## src/rtl/truth_table_sweeper.sv

```systemverilog
// Steps a 3-input gate through all eight input rows, majority-votes its output per row,
// and publishes the resulting 8-bit truth-table word (row 000 in the MSB).
module truth_table_sweeper #(
   parameter int           SETTLE_CYCLES = 4,
   parameter int           SAMPLES       = 3,
   parameter logic [7:0]   EXPECTED      = 8'h87
) (
   input  logic       clk,
   input  logic       rst_n,
   input  logic       start,
   input  logic       abort,
   input  logic       dut_out,
   output logic       in1,
   output logic       in2,
   output logic       in3,
   output logic       busy,
   output logic       done,
   output logic [7:0] table_out,
   output logic       match
);

   localparam int            OW       = $clog2(SAMPLES + 1);
   localparam logic [7:0]    SET_LAST = 8'(SETTLE_CYCLES - 1);
   localparam logic [7:0]    SMP_LAST = 8'(SAMPLES - 1);
   localparam logic [OW-1:0] HALF     = OW'(SAMPLES / 2);

   typedef enum logic [1:0] {IDLE, SETTLE, SAMPLE, DONE} state_t;

   state_t        state;
   logic [2:0]    row;
   logic [7:0]    cnt;
   logic [OW-1:0] ones;
   logic [7:0]    shadow;
   logic [OW-1:0] ones_nx;
   logic [7:0]    shadow_nx;

   // Vote includes the current cycle's sample; row r lands in bit 7-r (== ~r).
   always_comb begin
      ones_nx         = ones + OW'(dut_out);
      shadow_nx       = shadow;
      shadow_nx[~row] = (ones_nx > HALF);
   end

   always_ff @(posedge clk or negedge rst_n) begin
      if (!rst_n) begin
         state           <= IDLE;
         row             <= 3'd0;
         cnt             <= 8'd0;
         ones            <= '0;
         shadow          <= 8'd0;
         {in1, in2, in3} <= 3'b000;
         busy            <= 1'b0;
         done            <= 1'b0;
         table_out       <= 8'h00;
         match           <= 1'b0;
      end else begin
         done <= 1'b0;
         case (state)
            IDLE: begin
               busy            <= 1'b0;
               {in1, in2, in3} <= 3'b000;
               if (start && !abort) begin
                  state  <= SETTLE;
                  row    <= 3'd0;
                  cnt    <= 8'd0;
                  ones   <= '0;
                  shadow <= 8'd0;
                  busy   <= 1'b1;
               end
            end
            SETTLE: begin
               if (abort) begin
                  state           <= IDLE;
                  busy            <= 1'b0;
                  {in1, in2, in3} <= 3'b000;
               end else if (cnt == SET_LAST) begin
                  cnt   <= 8'd0;
                  state <= SAMPLE;
               end else begin
                  cnt <= cnt + 8'd1;
               end
            end
            SAMPLE: begin
               if (abort) begin
                  state           <= IDLE;
                  busy            <= 1'b0;
                  {in1, in2, in3} <= 3'b000;
               end else if (cnt == SMP_LAST) begin
                  cnt    <= 8'd0;
                  ones   <= '0;
                  shadow <= shadow_nx;
                  if (row == 3'd7) begin
                     state     <= DONE;
                     done      <= 1'b1;
                     table_out <= shadow_nx;
                     match     <= (shadow_nx == EXPECTED);
                  end else begin
                     row             <= row + 3'd1;
                     {in1, in2, in3} <= row + 3'd1;
                     state           <= SETTLE;
                  end
               end else begin
                  cnt  <= cnt + 8'd1;
                  ones <= ones_nx;
               end
            end
            DONE: begin
               state           <= IDLE;
               busy            <= 1'b0;
               {in1, in2, in3} <= 3'b000;
            end
            default: state <= IDLE;
         endcase
      end
   end

endmodule

```

## config.mk

```make
export PLATFORM = sky130hd
export DESIGN_NAME = truth_table_sweeper
export DESIGN_NICKNAME = d
export VERILOG_FILES = /design/src/rtl/truth_table_sweeper.sv
export SDC_FILE = /design/constraint.sdc
export NUM_CORES = 1
export LEC_CHECK = 0
export ABC_AREA = 1
export CORE_MARGIN = 4
export CORE_UTILIZATION = 50
export DETAILED_ROUTE_END_ITERATION = 8
export PLACE_DENSITY_LB_ADDON = 0.05
export SLEW_MARGIN = 20
export SYNTH_ARGS = -nofsm -noshare
export SYNTH_HDL_FRONTEND = slang
export SYNTH_SLANG_ARGS = --single-unit
```

## constraint.sdc

```tcl
create_clock -name clk -period 2 [get_ports clk]
set_clock_uncertainty 0.1 [all_clocks]
set_input_delay 0.5 -clock clk [delete_from_list [all_inputs] [get_ports clk]]
set_output_delay 0.5 -clock clk [all_outputs]
set_load 0.01 [all_outputs]
```

# Word-level counts from Yosys, hierarchy flattened
# Index checks and enable logic that the tools add are counted.
# op_classes
n_addsub	3
multipliers	0
div_mod_pow	0
magnitude_cmp	3
n_eq_ne	17
shift	0
n_mux	47
n_bitwise	2
n_reduce_logical	15
# ops
operator	count
$mux 8	7
$pmux 8 s3	1
$mux 2	9
$eq 8x2->1 const B	2
$mux 1	16
$pmux 8 s2	1
$mux 3	4
$ne 2x2->1 const B	6
$pmux 1 s3	4
$reduce_and 4->1	3
$ne 3x3->1 const B	3
$reduce_and 3->1	3
$add 8x1->8 const B	1
$bwmux 8	1
$eq 8x8->1 const B	1
$pmux 2 s4	1
$pmux 3 s2	1
$reduce_and 5->1	1
$eq 2x2->1 const B	2
$lt 3x4->1 const B	1
$pmux 2 s2	1
$reduce_or 2->1	2
$add 3x1->3 const B	1
$demux 1 s3	1
13 further kinds	14
# totals
regBits	37
latch_bits	0
ram_bits	0
romBits	0
input_bits	5
elab_cells	99
n_memories	0

# Depth between registers and ports, before layout
# Gate-level depths: netlist of the first run.
# depth
word_depth	9
mapped_depth	11

# Worst setup path before layout of the first run
# No wires, ideal clock.
# synth_timing
path_type	register -> register
start	register state[0]
end	register cnt[4]
setup_time_ns	0.127
t_arrival_ns	1.360
t_required_ns	1.773
path_slack_ns	0.413
path_stages_with_launch	9
cell_sequence	dfrtp_1 > inv_1 > ha_1 > nor2_1 > o21ai_1 > nand2_2 > inv_2 > nand3_1 > o21ai_0
# synth_via
elab_chain_len	3
word_cells_on_any_way	9
cone_classes	5 x eq/ne; 1 x mux; 3 x reduce/logical
# synth_lines
item	line	rtl
start: declaration	29	state_t state;
start signal: assignment	46	state <= IDLE;
start signal: assignment	63	state <= SETTLE;
start signal: assignment	73	state <= IDLE;
$eq 2x1->1 (tied with other cells)	58	case (state)
$ne 2x2->1 (no line) / $reduce_bool 3->1 (equally long branches)	--	
$reduce_and 4->1 (no line)	--	
end signal: assignment	80	cnt <= cnt + 8'd1;
end signal: assignment	103	cnt <= cnt + 8'd1;
end: declaration	31	logic [7:0] cnt;
# Several ways; a longest one is shown, not always the timed one.
# A chain may end at the register's enable or synchronous reset.

# Final worst setup path of the first run
# layout_timing
start	input dut_out
end	register match
# layout_via
elab_chain_len	4
# layout_lines
item	line	rtl
start: declaration	12	input logic dut_out,
$add 2x1->2	39	ones_nx = ones + OW'(dut_out);
$gt 2x1->1	41	shadow_nx[~row] = (ones_nx > HALF);
$bwmux 8	41	
$eq 8x8->1	96	match <= (shadow_nx == EXPECTED);
end signal: assignment	96	
end: declaration	19	output logic match
# No other way between the ends.

==> summary.txt, run 1 <==
Clock network
  – Clk Latency, worst-skew pair: 0.30 ns
  – Cts hold-fix bufs: 0
  – Quantity of gates resized following cts: 0
  – Number of levels in the clock H-tree: 2
  – Number of buffers inserted during clock tree synthesis: 5
  – Number of buffers added for setup after CTS: 0
  – Buffer cell driving the clock tree root: clkbuf_8
  – Maximum clock insertion buffer count: 2
  – Clock-pin transition on the worst setup and hold timing paths: 0.07 ns
  – Total clock sinks: 37
  – CTS tree: done

Yosys
  – Post-synthesis register bit count: 37
  – Largest area contributor in the synthesized netlist: dfrtp_1
  – Post-Syn Area per Cell: 7.21 um^2
  – Distinct cells, synth: 25
  – Syn. warnings: 0
  – Post-synthesis sequential area ratio: 41.8%
  – Post-synthesis net count: 321
  – Post-Synthesis Cells: 307
  – Main area contributors after synthesis: dfrtp_1 42%, nand2_1 20%, nand3_1 6.6%
  – Post-synth design cell area: 2210 um^2
  – Portion of synthesized cell area occupied by the leading cell type: 41.8%

STA
  – Peak Freq: 550 MHz
  – Worst Max-Slew Pin Slew: 0.393 ns
  – Share of the clock period used by the worst path after layout: 90.8%
  – Count of pins over their slew limit: 0
  – Final Hold Viols: 0
  – Final critical-path required period: 1.82 ns
  – Number of setup violations in the final report: 0
  – Unrepaired setup endpoints after global routing: false
  – Worst slew margin: 73.8%

Detailed routing
  – Count of routing violations after the opening detailed-route iteration: 166
  – Top sig layer: met4
  – Routed vias/inst: 4.93
  – Met2 wire length: 2070 um
  – Post-Route WL: 4700 um
  – Via total after detailed routing: 1941
  – Detailed-route DRC error count: 0
  – Router iterations before antenna repair: 4
  – Remaining antenna violation count after routing: 0
  – Sum of met3 wire segment lengths after detailed routing: 187 um
  – Average detailed-routed wire length per instance: 11.9 um
  – Met1 WL: 2360 um

Global routing
  – Overall overflow remaining after global route: 0
  – Number of antenna violations at the first check in global routing: 0
  – Number of global-route vias before repair: 1873
  – GR Util All Layers: 20.1%
  – Largest net degree at the start of global routing: 24
  – First-pass GRT wire length: 8470 um

Place
  – Post-DP HPWL: 3560 um
  – Total instance count after detailed placement: 386
  – Weighted congestion reported at the end of routability-driven placement: 0.809
  – Total of buffers placed on input and output ports: 18

Power
  – Post-layout total power: 2.77 mW
  – VDD IR max: 0.000803 V
  – Power density over the cells: 1040 nW/um^2
  – Static Leak: 1.38 nW

Cells and area
  – Count of placed standard cells in the final layout, fillers left out: 394
  – Leading cell types in the layout, fill and taps excluded: 120 x nand2_1, 37 x dfrtp_1, 29 x nand3_1
  – Final #Nets: 357
  – Relative area change from synthesis to final layout: 20.5%
  – Number of antenna cells inserted: 0
  – Fraction of final layout cells sized beyond drive strength 1: 13.4%
  – Most common library cell in the layout ignoring fill and taps: nand2_1

Floorplanning
  – Top-level port count: 19
  – Starting density of the core: 53.4%
  – Standard-cell row count: 23
  – Overall die area: 5560 um^2
  – Core outline area: 4140 um^2
  – Die boundary width: 74.6 um
  – Die height: 74.6 um

Setup path
  – Library cell appearing most often on the critical path: nand2_1
  – Nature of the critical path startpoint: input pin
  – Number of buffer and inverter instances along the worst setup path: 3
  – Kind of capture point of the worst setup path: register
  – Worst R2R Path Depth: 8
  – Delay of the slowest critical-path stage: 0.48 ns
  – Data required, critical path: 2.14 ns
  – Cell class contributing the biggest share of worst-path delay: buffers and inverters
  – Slack of the worst reg-to-reg path: 0.20 ns
  – Largest fanout on the critical path: 4
  – Type of the worst setup path: in -> reg
  – Critical path depth: 10
  – Cell with the biggest individual delay on the critical path: clkdlybuf4s50_1
  – Ordered list of cells on the worst path: clkdlybuf4s50_1 -> ha_1 -> inv_1 -> nand2_1 -> nand2_1 -> buf_4 -> o21a_1 -> nor2_1 -> nand3_1 -> nand2_1
  – Arrival time at the worst endpoint: 1.95 ns

Status
  – Status: complete, no violations

Job
  – Number of max-cap violations: 0

Hold path
  – Kind of path behind the tightest hold check: in -> async
report_power, final:
group / switching (mW) / total (mW) / leakage, nW / internal, mW
combinational: 0.843 / 1.33 / 0.813 / 0.487
clock: 0.271 / 0.583 / 0.0542 / 0.311
sequential: 0.0466 / 0.857 / 0.513 / 0.811
per-stage QoR:
step / hold slack (ns) / TNS [ns] / setup slack (ns) / util, % / instance area, um^2
floorplan: 0.104 / 0 / 0.413 / - / 2210
global placement: 0.349 / -0.231 / -0.0759 / 61.8 / 2560
detailed placement: 0.343 / -0.518 / -0.109 / 61.8 / 2560
CTS: 0.0186 / 0 / 0.160 / 64.3 / 2660
global route: 0.0257 / 0 / 0.0103 / 64.4 / 2670
finish: 0.0127 / 0 / 0.183 / 64.4 / 2670
routing by layer:
layer	up-vias	global-route usage (%)
met1	866	28.6
met5	-	0
li1	1037	-
met2	30	29.7
met3	8	3.78
met4	0	9.09
cell type report:
| cell class | instances | area (um^2) |
|---|---|---|
| clock buffer | 7 | 96.3 |
| clock inverter | 1 | 5.00 |
| fill | 395 | 1480 |
| inverter | 32 | 120 |
| multi-input combinational | 232 | 1130 |
| sequential | 37 | 926 |
| tap | 50 | 62.6 |
| timing repair buffer | 35 | 328 |
state kept, by name, summed over array words and instances, names as in the netlist:
| signal | cells |
|---|---|
| row | 3 |
| cnt | 8 |
| busy | 1 |
| in1 | 1 |
| done | 1 |
| in2 | 1 |
| in3 | 1 |
| table_out | 8 |
| state | 2 |
| match | 1 |
| ones | 2 |
| shadow | 8 |
cells in the mapped netlist (all sizes together):
master  instances
a21oi           3
and2            1
buf             4
clkbuf          2
dfrtp          37
ha              9
inv            32
nand2         129
nand3          31
nor2           28
nor3            1
o21a            1
o21ai          27
o31ai           1
xor2            1
cells by family (layout without fill, tap and decap cells):
family | after synthesis | after routing | synth area share (%)
adders and majority gates | 9 | 9 | 5.08
and+or+nand+nor | 190 | 190 | 37.7
xor gates and xnor gates | 1 | 1 | 0.396
AOI/OAI and AO/OA | 32 | 32 | 7.63
DFF | 37 | 37 | 41.8
buffers and inverters | 38 | 75 | 7.40
worst paths after layout:
kind	from	endpoint
setup / recovery	dut_out	match
hold reg to reg	table_out[2]	table_out[2]
max in group asynchronous	rst_n	table_out[0]
setup reg to reg	state[0]	cnt[1]
hold / removal	rst_n	cnt[4]
min in group clk	table_out[2]	table_out[2]
Power figures use the tool's default switching activity.
==> run 2, diff against run 1 <==
--- a/config.mk
+++ b/config.mk
@@ -5,11 +5,11 @@
 export SDC_FILE = /design/constraint.sdc
 export NUM_CORES = 1
 export LEC_CHECK = 0
-export ABC_AREA = 1
+export ABC_CLOCK_PERIOD_IN_PS = 2000
 export CORE_MARGIN = 4
 export CORE_UTILIZATION = 50
 export DETAILED_ROUTE_END_ITERATION = 8
-export PLACE_DENSITY_LB_ADDON = 0.05
+export PLACE_DENSITY = 0.68
 export SLEW_MARGIN = 20
 export SYNTH_ARGS = -nofsm -noshare
 export SYNTH_HDL_FRONTEND = slang
==> run 2 against run 1 <==
  * The run now ends with negative setup slack left
  * Clock power rose by 15%
  * First-iteration DRC count fell by 4.2%
  * Non-clock buffer count rose by 27
  * Via count rose by 0.77%
  * Combinational power rose by 35%
  * Wire length rose by 13%
  * Design area rose by 13%
  * Synthesized area fell by 1.8%
  * Die area fell by 1.6%
  * Worst hold slack improved by 0.020 ns
  * Global-route usage rose by 0.48 points
  * Worst setup slack got worse by 0.31 ns
  * Largest cell class unchanged
  * Highest routed layer unchanged
==> summary.txt, run 2 <==
Status
  – Status: finished, violations left
  – Failing checks: negative setup slack

Detailed routing
  – Average detailed-routed wire length per instance: 15.6 um (+31%)
  – Count of routing violations after the opening detailed-route iteration: 159 (-4.2%)
  – Remaining antenna violation count after routing: 0 (unchanged)
  – Routed vias/inst: 5.75 (+17%)
  – Via total after detailed routing: 1956 (+0.77%)
  – Post-Route WL: 5310 um (+13%)
  – Detailed-route DRC error count: 0 (unchanged)
  – Router iterations before antenna repair: 4 (unchanged)

Yosys
  – Synth cell count leaders: 37 x dfrtp_1, 34 x nand2_1, 25 x o21ai_0
  – EDFF count, synth: 0 (unchanged)
  – Distinct cells, synth: 46 (+84%)
  – Largest area contributor in the synthesized netlist: dfrtp_1
  – Syn. warnings: 0 (unchanged)
  – Post-synthesis net count: 250 (-22%)
  – Portion of synthesized cell area occupied by the leading cell type: 42.6% (+0.77 points)
  – Post-synth design cell area: 2170 um^2 (-1.8%)
  – Most frequent cell after synthesis: dfrtp_1
  – Post-synthesis register bit count: 37 (unchanged)
  – Post-Synthesis Cells: 236 (-23%)
  – Main area contributors after synthesis: dfrtp_1 43%, nand2_1 5.9%, o21ai_0 5.8%
  – Dominant register cell in the synthesized netlist: dfrtp_1
  – Share of synthesized flip-flops with an asynchronous set or reset: 100% (unchanged)
  – Post-Syn Area per Cell: 9.21 um^2 (+28%)
  – Post-synthesis sequential area ratio: 42.6% (+0.77 points)

Cells and area
  – Relative area change from synthesis to final layout: 38.1%
  – Final core utilization: 73.0% (+8.6 points)
  – Most common library cell in the layout ignoring fill and taps: dfrtp_1
  – Fraction of final layout cells sized beyond drive strength 1: 33.1% (+20 points)
  – Filler cell count in the final layout: 313 (-21%)
  – Top flop regs: cnt: 8 flops, shadow: 8 flops, table_out: 8 flops
  – Number of antenna cells inserted: 0 (unchanged)
  – Leading cell types in the layout, fill and taps excluded: 37 x dfrtp_1, 35 x buf_4, 33 x nand2_1
  – Count of placed standard cells in the final layout, fillers left out: 340 (-14%)
  – Final #Nets: 303 (-15%)

Setup path
  – Library cell appearing most often on the critical path: or4_4
  – Delay of the slowest critical-path stage: 0.61 ns (+0.13 ns)
  – Launching point of the worst reg2reg path: cnt[2]
  – Largest fanout on the critical path: 6 (+2)
  – Kind of capture point of the worst setup path: register
  – CP startpoint: cnt[2]
  – Number of buffer and inverter instances along the worst setup path: 0 (-3)
  – Arrival time at the worst endpoint: 2.23 ns (+0.28 ns)
  – Cell with the biggest individual delay on the critical path: or4_4
  – Data required, critical path: 2.10 ns (-0.04 ns)
  – Cell class contributing the biggest share of worst-path delay: simple AND/OR/NAND/NOR gates
  – Nature of the critical path startpoint: register
  – Type of the worst setup path: reg -> reg
  – Ordered list of cells on the worst path: or4_4 -> or4_4 -> a31o_1 -> o31ai_2

Global routing
  – Largest net degree at the start of global routing: 22 (-8.3%)
  – Number of antenna violations at the first check in global routing: 0 (unchanged)
  – Number of global-route vias before repair: 1847 (-1.4%)
  – Overall overflow remaining after global route: 0 (unchanged)
  – First-pass GRT wire length: 8720 um (+2.9%)
  – GR Util All Layers: 20.6% (+0.48 points)

STA
  – Worst setup margin: -0.125 ns (-0.308 ns)
  – Setup_tns: -0.712 ns (-0.712 ns)
  – Final critical-path required period: 2.13 ns (+0.308 ns)
  – Worst slew margin: 68.0% (-5.8 points)
  – Worst Max-Slew Pin Slew: 0.477 ns (+0.0831 ns)
  – Final Hold Slack: 0.0326 ns (+0.0199 ns)
  – Number of setup violations in the final report: 14 (+14)
  – Peak Freq: 471 MHz (-15%)
  – Final Hold Viols: 0 (unchanged)
  – Share of the clock period used by the worst path after layout: 106% (+15 points)
  – Unrepaired setup endpoints after global routing: true
  – Count of pins over their slew limit: 0 (unchanged)

Place
  – Weighted congestion reported at the end of routability-driven placement: 0.854 (+5.5%)
  – Total instance count after detailed placement: 329 (-15%)
  – Total of buffers placed on input and output ports: 18 (unchanged)
  – Post-DP HPWL: 3610 um (+1.2%)

Job
  – Number of max-cap violations: 0 (unchanged)

Power
  – Net switching power of the design: 1.33 mW (+14%)
  – Proportion of total power due to net switching: 38.5% (-3.4 points)
  – Post-layout total power: 3.45 mW (+24%)
  – Internal Power: 2.12 mW (+32%)
  – Proportion of power drawn by flip-flops and latches: 28.2% (-2.8 points)
  – Logic pwr share: 52.3% (+4.3 points)
  – Clock power frac: 19.5% (-1.5 points)
  – Static Leak: 1.29 nW (-6.7%)
  – VDD IR max: 0.000619 V (-23%)
  – Power density over the cells: 1150 nW/um^2 (+11%)

Floorplanning
  – Top-level port count: 19 (unchanged)
  – Die boundary width: 74.0 um (-0.80%)
  – Overall die area: 5470 um^2 (-1.6%)
  – Standard-cell row count: 23 (unchanged)
  – Starting density of the core: 52.8% (-0.60 points)
  – Core outline area: 4120 um^2 (-0.69%)
  – Die height: 74.0 um (-0.80%)

Clock network
  – Total clock sinks: 37 (unchanged)
  – CTS tree: done
  – Number of buffers inserted during clock tree synthesis: 5 (unchanged)
  – Clock-pin transition on the worst setup and hold timing paths: 0.08 ns (about the same)
  – Maximum clock insertion buffer count: 2 (unchanged)
  – Buffer cell driving the clock tree root: clkbuf_8
  – Clk Latency, worst-skew pair: 0.29 ns (about the same)
  – Cts hold-fix bufs: 0 (unchanged)
  – Number of levels in the clock H-tree: 2 (unchanged)

Hold path
  – Kind of path behind the tightest hold check: in -> async
run 2: routing by layer:
metal	part of all wire [%]	up-vias	global-route usage, %
li1	-	972	-
met1	49	949	30.1
met2	46	29	30.8
met3	3.4	6	4.05
met4	1.2	0	6.64
met5	0	-	0
run 2: area by class of cell:
type / instances / area (um^2) / share of cell area [%]
Clock inverter: 1 / 30.0 / 1.00
Inverter: 12 / 45.0 / 1.50
Tap cell: 50 / 62.6 / 2.08
Timing Repair Buffer: 62 / 552 / 18.4
Clock buffer: 7 / 86.3 / 2.88
Multi-Input combinational cell: 171 / 1300 / 43.3
Sequential cell: 37 / 926 / 30.8
run 2: cells by family after synthesis:
kind of cell | synth area share, %
adder cells (fa/ha/maj) | 5.18
AND/OR/NAND/NOR | 18.8
AO/OA/AOI/OAI | 20.4
multiplexers | 7.02
XOR/XNOR | 0.806
buffers and inverters | 5.24
flip-flops | 42.6
run 2: power groups by stage:
stage / Combinational (mW) / Clock (mW) / Sequential, mW
floorplan: 0.865 / 0 / 1.00
global placement: 1.50 / 0 / 0.976
global route: 1.95 / 0.720 / 0.989
finish: 1.80 / 0.672 / 0.972
detailed placement: 1.52 / 0 / 0.982
CTS: 1.56 / 0.685 / 0.970
run 2: stage by stage:
| step | instance area (um^2) | setup slack (ns) |
|---|---|---|
| CTS | 2840 | -0.112 |
| detailed placement | 2690 | -0.327 |
| global route | 3000 | -0.182 |
| floorplan | 2220 | -0.125 |
| global placement | 2690 | -0.313 |
| finish | 3000 | -0.125 |
run 2: path summary, 6_finish.rpt:
kind / endpoint / slack, ns / depth (start not counted)
setup / recovery: match / -0.13 / 4
setup reg to reg: match / -0.13 / 4
min in group clk: shadow[1] / 0.39 / 2
hold / removal: state[0] / 0.03 / 1
max in group asynchronous: match / 1.31 / 2
hold reg to reg: shadow[1] / 0.39 / 2
run 2: timing repair:
item,in CTS,in global routing
cloned,0,0
buffers inserted,1,2
gates resized for setup,6,50
setup endpoints to repair,31,35
pin swaps,2,10
